<file path="config.mk">
export PLATFORM = sky130hd
export DESIGN_NAME = ram_burst_master_flat
export DESIGN_NICKNAME = d
export VERILOG_FILES = /design/src/rtl/ram_burst_master_if.sv /design/src/rtl/ram_burst_master.sv /design/src/flat_wrapper.sv
export SDC_FILE = /design/constraint.sdc
export NUM_CORES = 1
export LEC_CHECK = 0
export CAP_MARGIN = 20
export CORE_ASPECT_RATIO = 1.5
export CORE_MARGIN = 2
export CORE_UTILIZATION = 30
export DETAILED_ROUTE_END_ITERATION = 10
export PLACE_DENSITY_LB_ADDON = 0.08
export SKIP_LAST_GASP = 1
export SLEW_MARGIN = 20
export SYNTH_ARGS = -nofsm -noshare
export SYNTH_HDL_FRONTEND = slang
export SYNTH_SLANG_ARGS = --single-unit
</file>
<file path="constraint.sdc">
create_clock -name clk -period 2 [get_ports clk]
set_clock_uncertainty 0.05 [all_clocks]
set_input_delay 0.4 -clock clk [delete_from_list [all_inputs] [get_ports clk]]
set_output_delay 0.4 -clock clk [all_outputs]
set_load 0.05 [all_outputs]
</file>
<file path="src/rtl/ram_burst_master_if.sv">
// Host-side port bundle of the RAM burst master: command, write-data stream,
// read-data stream and status.
interface ram_burst_master_if #(
  parameter int SIZE  = 16,
  parameter int DEPTH = 256
);
  localparam int AW = $clog2(DEPTH);
  localparam int LW = $clog2(DEPTH + 1);

  logic            cmd_valid;
  logic            cmd_ready;
  logic [1:0]      cmd_op;
  logic [AW-1:0]   cmd_addr;
  logic [LW-1:0]   cmd_len;
  logic [SIZE-1:0] cmd_fill;

  logic            wr_valid;
  logic            wr_ready;
  logic [SIZE-1:0] wr_data;

  logic            rd_valid;
  logic [SIZE-1:0] rd_data;

  logic            busy;
  logic            done;
  logic            err;

  modport master (
    output cmd_valid, cmd_op, cmd_addr, cmd_len, cmd_fill, wr_valid, wr_data,
    input  cmd_ready, wr_ready, rd_valid, rd_data, busy, done, err
  );

  modport slave (
    input  cmd_valid, cmd_op, cmd_addr, cmd_len, cmd_fill, wr_valid, wr_data,
    output cmd_ready, wr_ready, rd_valid, rd_data, busy, done, err
  );
endinterface

</file>
<file path="src/rtl/ram_burst_master.sv">
// Burst initiator for a single-port synchronous RAM with 1-cycle registered read.
// Executes read, write and fill bursts issued over a valid/ready command port.
//
// state  | meaning
// IDLE   | cmd_ready high, waiting for a command
// READ   | one read address issued per cycle
// RDRAIN | last read word returned, done pulses with it
// WRITE  | one word written per wr_valid/wr_ready handshake
// FILL   | fill constant written every cycle
// DONE   | one-cycle completion pulse for fill/write/zero-length bursts
module ram_burst_master #(
  parameter  int SIZE  = 16,
  parameter  int DEPTH = 256,
  localparam int AW    = $clog2(DEPTH),
  localparam int LW    = $clog2(DEPTH + 1)
) (
  input  logic                  clk,
  input  logic                  rst_n,
  ram_burst_master_if.slave     host,
  output logic [AW-1:0]         ram_address,
  input  logic [SIZE-1:0]       ram_read_data,
  output logic [SIZE-1:0]       ram_write_data,
  output logic                  ram_write_en
);

  typedef enum logic [2:0] {
    S_IDLE,
    S_READ,
    S_RDRAIN,
    S_WRITE,
    S_FILL,
    S_DONE
  } state_t;

  state_t          state_q, state_d;
  logic [AW-1:0]   addr_q, addr_d;
  logic [LW-1:0]   cnt_q, cnt_d;
  logic [SIZE-1:0] fill_q, fill_d;
  logic            err_q, err_d;
  logic            rd_valid_q;
  logic            write_en;
  logic [SIZE-1:0] write_data;

  function automatic logic [AW-1:0] addr_step(input logic [AW-1:0] a);
    return (a == AW'(DEPTH - 1)) ? '0 : a + AW'(1);
  endfunction

  always_ff @(posedge clk) begin
    if (!rst_n) begin
      state_q    <= S_IDLE;
      addr_q     <= '0;
      cnt_q      <= '0;
      fill_q     <= '0;
      err_q      <= 1'b0;
      rd_valid_q <= 1'b0;
    end else begin
      state_q    <= state_d;
      addr_q     <= addr_d;
      cnt_q      <= cnt_d;
      fill_q     <= fill_d;
      err_q      <= err_d;
      // RAM read data arrives one cycle after the address is issued
      rd_valid_q <= (state_q == S_READ);
    end
  end

  always_comb begin
    state_d        = state_q;
    addr_d         = addr_q;
    cnt_d          = cnt_q;
    fill_d         = fill_q;
    err_d          = 1'b0;
    host.cmd_ready = 1'b0;
    host.wr_ready  = 1'b0;
    host.done      = 1'b0;
    write_en       = 1'b0;
    write_data     = '0;

    case (state_q)
      S_IDLE: begin
        host.cmd_ready = 1'b1;
        if (host.cmd_valid) begin
          addr_d = host.cmd_addr;
          cnt_d  = host.cmd_len;
          fill_d = host.cmd_fill;
          if (host.cmd_op == 2'b11) begin
            err_d = 1'b1;
          end else if (host.cmd_len == '0) begin
            state_d = S_DONE;
          end else begin
            case (host.cmd_op)
              2'b00:   state_d = S_READ;
              2'b01:   state_d = S_WRITE;
              default: state_d = S_FILL;
            endcase
          end
        end
      end

      S_READ: begin
        addr_d = addr_step(addr_q);
        cnt_d  = cnt_q - LW'(1);
        if (cnt_q == LW'(1)) begin
          state_d = S_RDRAIN;
        end
      end

      S_RDRAIN: begin
        host.done = 1'b1;
        state_d   = S_IDLE;
      end

      S_WRITE: begin
        host.wr_ready = 1'b1;
        write_en      = host.wr_valid;
        write_data    = host.wr_data;
        if (host.wr_valid) begin
          addr_d = addr_step(addr_q);
          cnt_d  = cnt_q - LW'(1);
          if (cnt_q == LW'(1)) begin
            state_d = S_DONE;
          end
        end
      end

      S_FILL: begin
        write_en   = 1'b1;
        write_data = fill_q;
        addr_d     = addr_step(addr_q);
        cnt_d      = cnt_q - LW'(1);
        if (cnt_q == LW'(1)) begin
          state_d = S_DONE;
        end
      end

      S_DONE: begin
        host.done = 1'b1;
        state_d   = S_IDLE;
      end

      default: begin
        state_d = S_IDLE;
      end
    endcase
  end

  // Gating with rst_n keeps the RAM untouched in the cycle a burst is aborted
  assign ram_write_en   = write_en & rst_n;
  assign ram_write_data = write_data;
  assign ram_address    = addr_q;

  assign host.rd_valid  = rd_valid_q;
  assign host.rd_data   = ram_read_data;
  assign host.busy      = (state_q != S_IDLE);
  assign host.err       = err_q;

endmodule
</file>
<file path="src/flat_wrapper.sv">
// flat-port wrapper written by rule: the top's interface ports become plain ports
module ram_burst_master_flat 
#(
  parameter  int SIZE  = 16,
  parameter  int DEPTH = 256,
  localparam int AW    = $clog2(DEPTH),
  localparam int LW    = $clog2(DEPTH + 1)
)
  (clk, rst_n, ram_address, ram_read_data, ram_write_data, ram_write_en, host_cmd_valid, host_cmd_op, host_cmd_addr, host_cmd_len, host_cmd_fill, host_wr_valid, host_wr_data, host_cmd_ready, host_wr_ready, host_rd_valid, host_rd_data, host_busy, host_done, host_err);
  ram_burst_master_if #(.SIZE(SIZE), .DEPTH(DEPTH)) host_i ();
  input  logic clk;
  input  logic rst_n;
  output logic [AW-1:0] ram_address;
  input  logic [SIZE-1:0] ram_read_data;
  output logic [SIZE-1:0] ram_write_data;
  output logic ram_write_en;
  input wire logic [$bits(host_i.cmd_valid)-1:0] host_cmd_valid;
  input wire logic [$bits(host_i.cmd_op)-1:0] host_cmd_op;
  input wire logic [$bits(host_i.cmd_addr)-1:0] host_cmd_addr;
  input wire logic [$bits(host_i.cmd_len)-1:0] host_cmd_len;
  input wire logic [$bits(host_i.cmd_fill)-1:0] host_cmd_fill;
  input wire logic [$bits(host_i.wr_valid)-1:0] host_wr_valid;
  input wire logic [$bits(host_i.wr_data)-1:0] host_wr_data;
  output wire logic [$bits(host_i.cmd_ready)-1:0] host_cmd_ready;
  output wire logic [$bits(host_i.wr_ready)-1:0] host_wr_ready;
  output wire logic [$bits(host_i.rd_valid)-1:0] host_rd_valid;
  output wire logic [$bits(host_i.rd_data)-1:0] host_rd_data;
  output wire logic [$bits(host_i.busy)-1:0] host_busy;
  output wire logic [$bits(host_i.done)-1:0] host_done;
  output wire logic [$bits(host_i.err)-1:0] host_err;
  assign host_i.cmd_valid = host_cmd_valid;
  assign host_i.cmd_op = host_cmd_op;
  assign host_i.cmd_addr = host_cmd_addr;
  assign host_i.cmd_len = host_cmd_len;
  assign host_i.cmd_fill = host_cmd_fill;
  assign host_i.wr_valid = host_wr_valid;
  assign host_i.wr_data = host_wr_data;
  assign host_cmd_ready = host_i.cmd_ready;
  assign host_wr_ready = host_i.wr_ready;
  assign host_rd_valid = host_i.rd_valid;
  assign host_rd_data = host_i.rd_data;
  assign host_busy = host_i.busy;
  assign host_done = host_i.done;
  assign host_err = host_i.err;
  ram_burst_master #(.SIZE(SIZE), .DEPTH(DEPTH)) u_core (.clk(clk), .rst_n(rst_n), .host(host_i), .ram_address(ram_address), .ram_read_data(ram_read_data), .ram_write_data(ram_write_data), .ram_write_en(ram_write_en));
endmodule
</file>
==> reports/results.tsv <==
metric	value	unit
fmax	0.505	GHz
Pwr Total	0.00530	W
Hold-fix buffers, CTS	0	
total gr overflow	0	
Max-slew headroom	67.0	%
asr flop ratio synth	0	%
WHS	0.420	ns
Max clock buf depth	2	
Starting Density	30.8	%
vias in the first global route	2586	
Detail Placement HPWL	5.59	mm
WS Path Type	flip-flop to primary output	
routed length per placed instance	15.7	µm
commonest non-fill, non-tap cell in the layout	clkdlybuf4s50_1	
status	completed	
Post-Route WL	7.70	mm
first-pass GRT wire length	12.6	mm
# IOs	118	
period utilization	99.1	%
GPL Wtd Cong	0.809	
CTS tree	yes	
sequential fraction of the synthesis area	32.4	%
Diodes inserted	0	
YS warnings	0	
via count	2519	
Buffers on Ports	85	
htree depth	2	
share of layout cells above drive strength 1	26.6	%
GRT Total Usage	18.3	%
#FFs+latches synth	38	
Cell Pwr Density	1340	nW/µm²
CTS root buffer	clkbuf_16	
router iterations before antenna repair	4	
Crit. End Element	primary output	
initial antenna violation count	0	
worst slew pin tran	0.494	ns
Core ar.	7610	µm²
die height	112	µm
post-synthesis cell area	2350	µm²
Top FF cell, synth	dfxtp_1	
CTS Buf Count	5	
drt initial violations	109	
TritonCTS Sinks	38	
Die ar.	8560	µm²
MaxCap Viol Count	0	
LEAKAGE	1.57	nW
Net Count, Synth	371	
clock period minus worst slack	1.98	ns
met1 usage	19.4	%
met2 capacity usage during global routing	34.3	%
Worst Path Required	1.55	ns
Crit Path Max Fanout	5	
gr busiest metal	met2	
final hold violations	0	
RSZ-0062 raised after global routing	true	
GRT met3 Usage	5.39	%
Unique masters post-synth	56	
die span in x	76.2	µm
Skew-Pair Late Insertion Delay	0.28	ns
Post-Syn Area per Cell	7.90	µm²
crit start category	flip-flop	
Critical Path AT	1.53	ns
Rows	39	
largest net degree at the start of global routing	23	
nets@finish	460	
PnR worst setup slack	0.0180	ns
Tightest Hold Check Type	flip-flop to flip-flop	
Pins Over Slew Limit	0	
post-place setup slack	-0.236	ns
EDFF count, synth	0	
Vias/cell	5.15	
Final ANT Viol Nets	0	
VDD IR-drop max	0.000523	V
Post-Syn Instances	297	
Layout area overhead	68.8	%
Post-route DRC	0	
commonest non-fill, non-tap cells in the layout	clkdlybuf4s50_1, nand2_1, dfxtp_1, a21oi_1, buf_4	
# setup viols final	0	
Clock transition at path regs	0.06	ns
[logic make-up (layout without fill, tap and decap cells)]
kind of cell | count (synthesis) | count (layout) | synth area share, %
DFF | 38 | 38 | 32.4
adders and majority gates | 3 | 3 | 1.60
AOI/OAI and AO/OA | 97 | 97 | 29.9
muxes | 2 | 2 | 0.853
and+or+nand+nor | 112 | 112 | 24.2
buffers and inverters | 45 | 135 | 11.1
[power breakdown]
group	internal [W]	leakage [nW]	total (W)	switching [W]
combinational	0.00141	1.18	0.00315	0.00174
clock	0.000590	0.0781	0.000901	0.000311
sequential	0.00100	0.314	0.00125	0.000243
[synth_stat cells, types with 2 or more instances]
cell	count	area share, %
o21ai_1	2	0.43
and3_1	6	1.6
nor3_2	2	0.85
o221a_1	2	0.96
ha_1	3	1.6
nand2_1	50	8.0
nor4_1	2	0.53
and2_1	2	0.53
nand2b_1	4	1.1
nor2_2	2	0.53
dfxtp_1	38	32
nand3_1	14	3.0
inv_1	8	1.3
a21oi_1	34	7.2
mux2i_1	2	0.85
o22ai_1	4	1.1
nor3b_1	2	0.64
or3_1	2	0.53
buf_2	10	2.1
clkbuf_1	7	1.1
nor3_1	5	1.1
buf_4	19	6.1
o31a_1	3	1.1
and4_1	2	0.75
a31oi_1	4	1.1
o221a_2	3	1.4
o21ai_0	8	1.7
o211ai_1	3	0.96
nor2_1	10	1.6
a22o_1	17	6.3
a41oi_1	2	0.75
[through the flow]
stage	area (µm²)	instances	utilization (%)	setup TNS [ns]
floorplan	2410	297	-	-0.685
global placement	3550	469	46.7	-2.60
detailed placement	3550	469	46.7	-3.05
CTS	3850	488	50.6	-0.00188
global route	3960	489	52.0	-0.105
finish	3960	489	52.0	0
[layer usage]
layer | part of all wire [%] | up-vias
li1 | - | 1248
met2 | 54 | 82
met3 | 6.2 | 6
met1 | 39 | 1183
met4 | 1.1 | 0
met5 | 0 | -
[what timing repair did]
| action | in CTS | in global routing |
|---|---|---|
| cloned | 1 | 1 |
| setup endpoints to repair | 18 | 19 |
| pin swaps | 3 | 5 |
| resized for setup | 8 | 16 |
| buffers inserted | 10 | 2 |
[layout make-up]
cell class	instances	area, µm²
Clock inverter	1	30.0
Inverter	8	30.0
Fill cell	749	3650
Sequential cell	38	764
Clock buffer	7	133
Multi-Input combinational cell	214	1500
Timing Repair Buffer	119	1380
Tap cell	102	128
[sequential cells by signal (all words and copies together), names as in the netlist]
| register | flops |
|---|---|
| u_core.host.err | 1 |
| u_core.ram_address | 8 |
| u_core.host.rd_valid | 1 |
| u_core.cnt_q | 9 |
| u_core.fill_q | 16 |
| u_core.state_q | 3 |
[worst paths after layout]
kind              depth (start not counted)                            from  slack (ns)                             end
setup / recovery                          6  u_core.state_q[0]$_SDFFE_PN0P_        0.02              ram_write_data[15]
hold / removal                            2   u_core.fill_q[7]$_SDFFE_PN0N_        0.42   u_core.fill_q[7]$_SDFFE_PN0N_
setup reg to reg                          5  u_core.state_q[0]$_SDFFE_PN0P_        0.10  u_core.state_q[2]$_SDFFE_PN0P_
hold reg to reg                           2   u_core.fill_q[7]$_SDFFE_PN0N_        0.42   u_core.fill_q[7]$_SDFFE_PN0N_
[worst max-delay path: stages (launching register included)]
cell and delay, ns:
dfxtp_2 0.32, buf_6 0.12, nor3b_4 0.22, buf_6 0.15, buf_12 0.12, a22o_1 0.17, buf_12 0.14
Note: power is estimated with default switching activity, not from simulation.
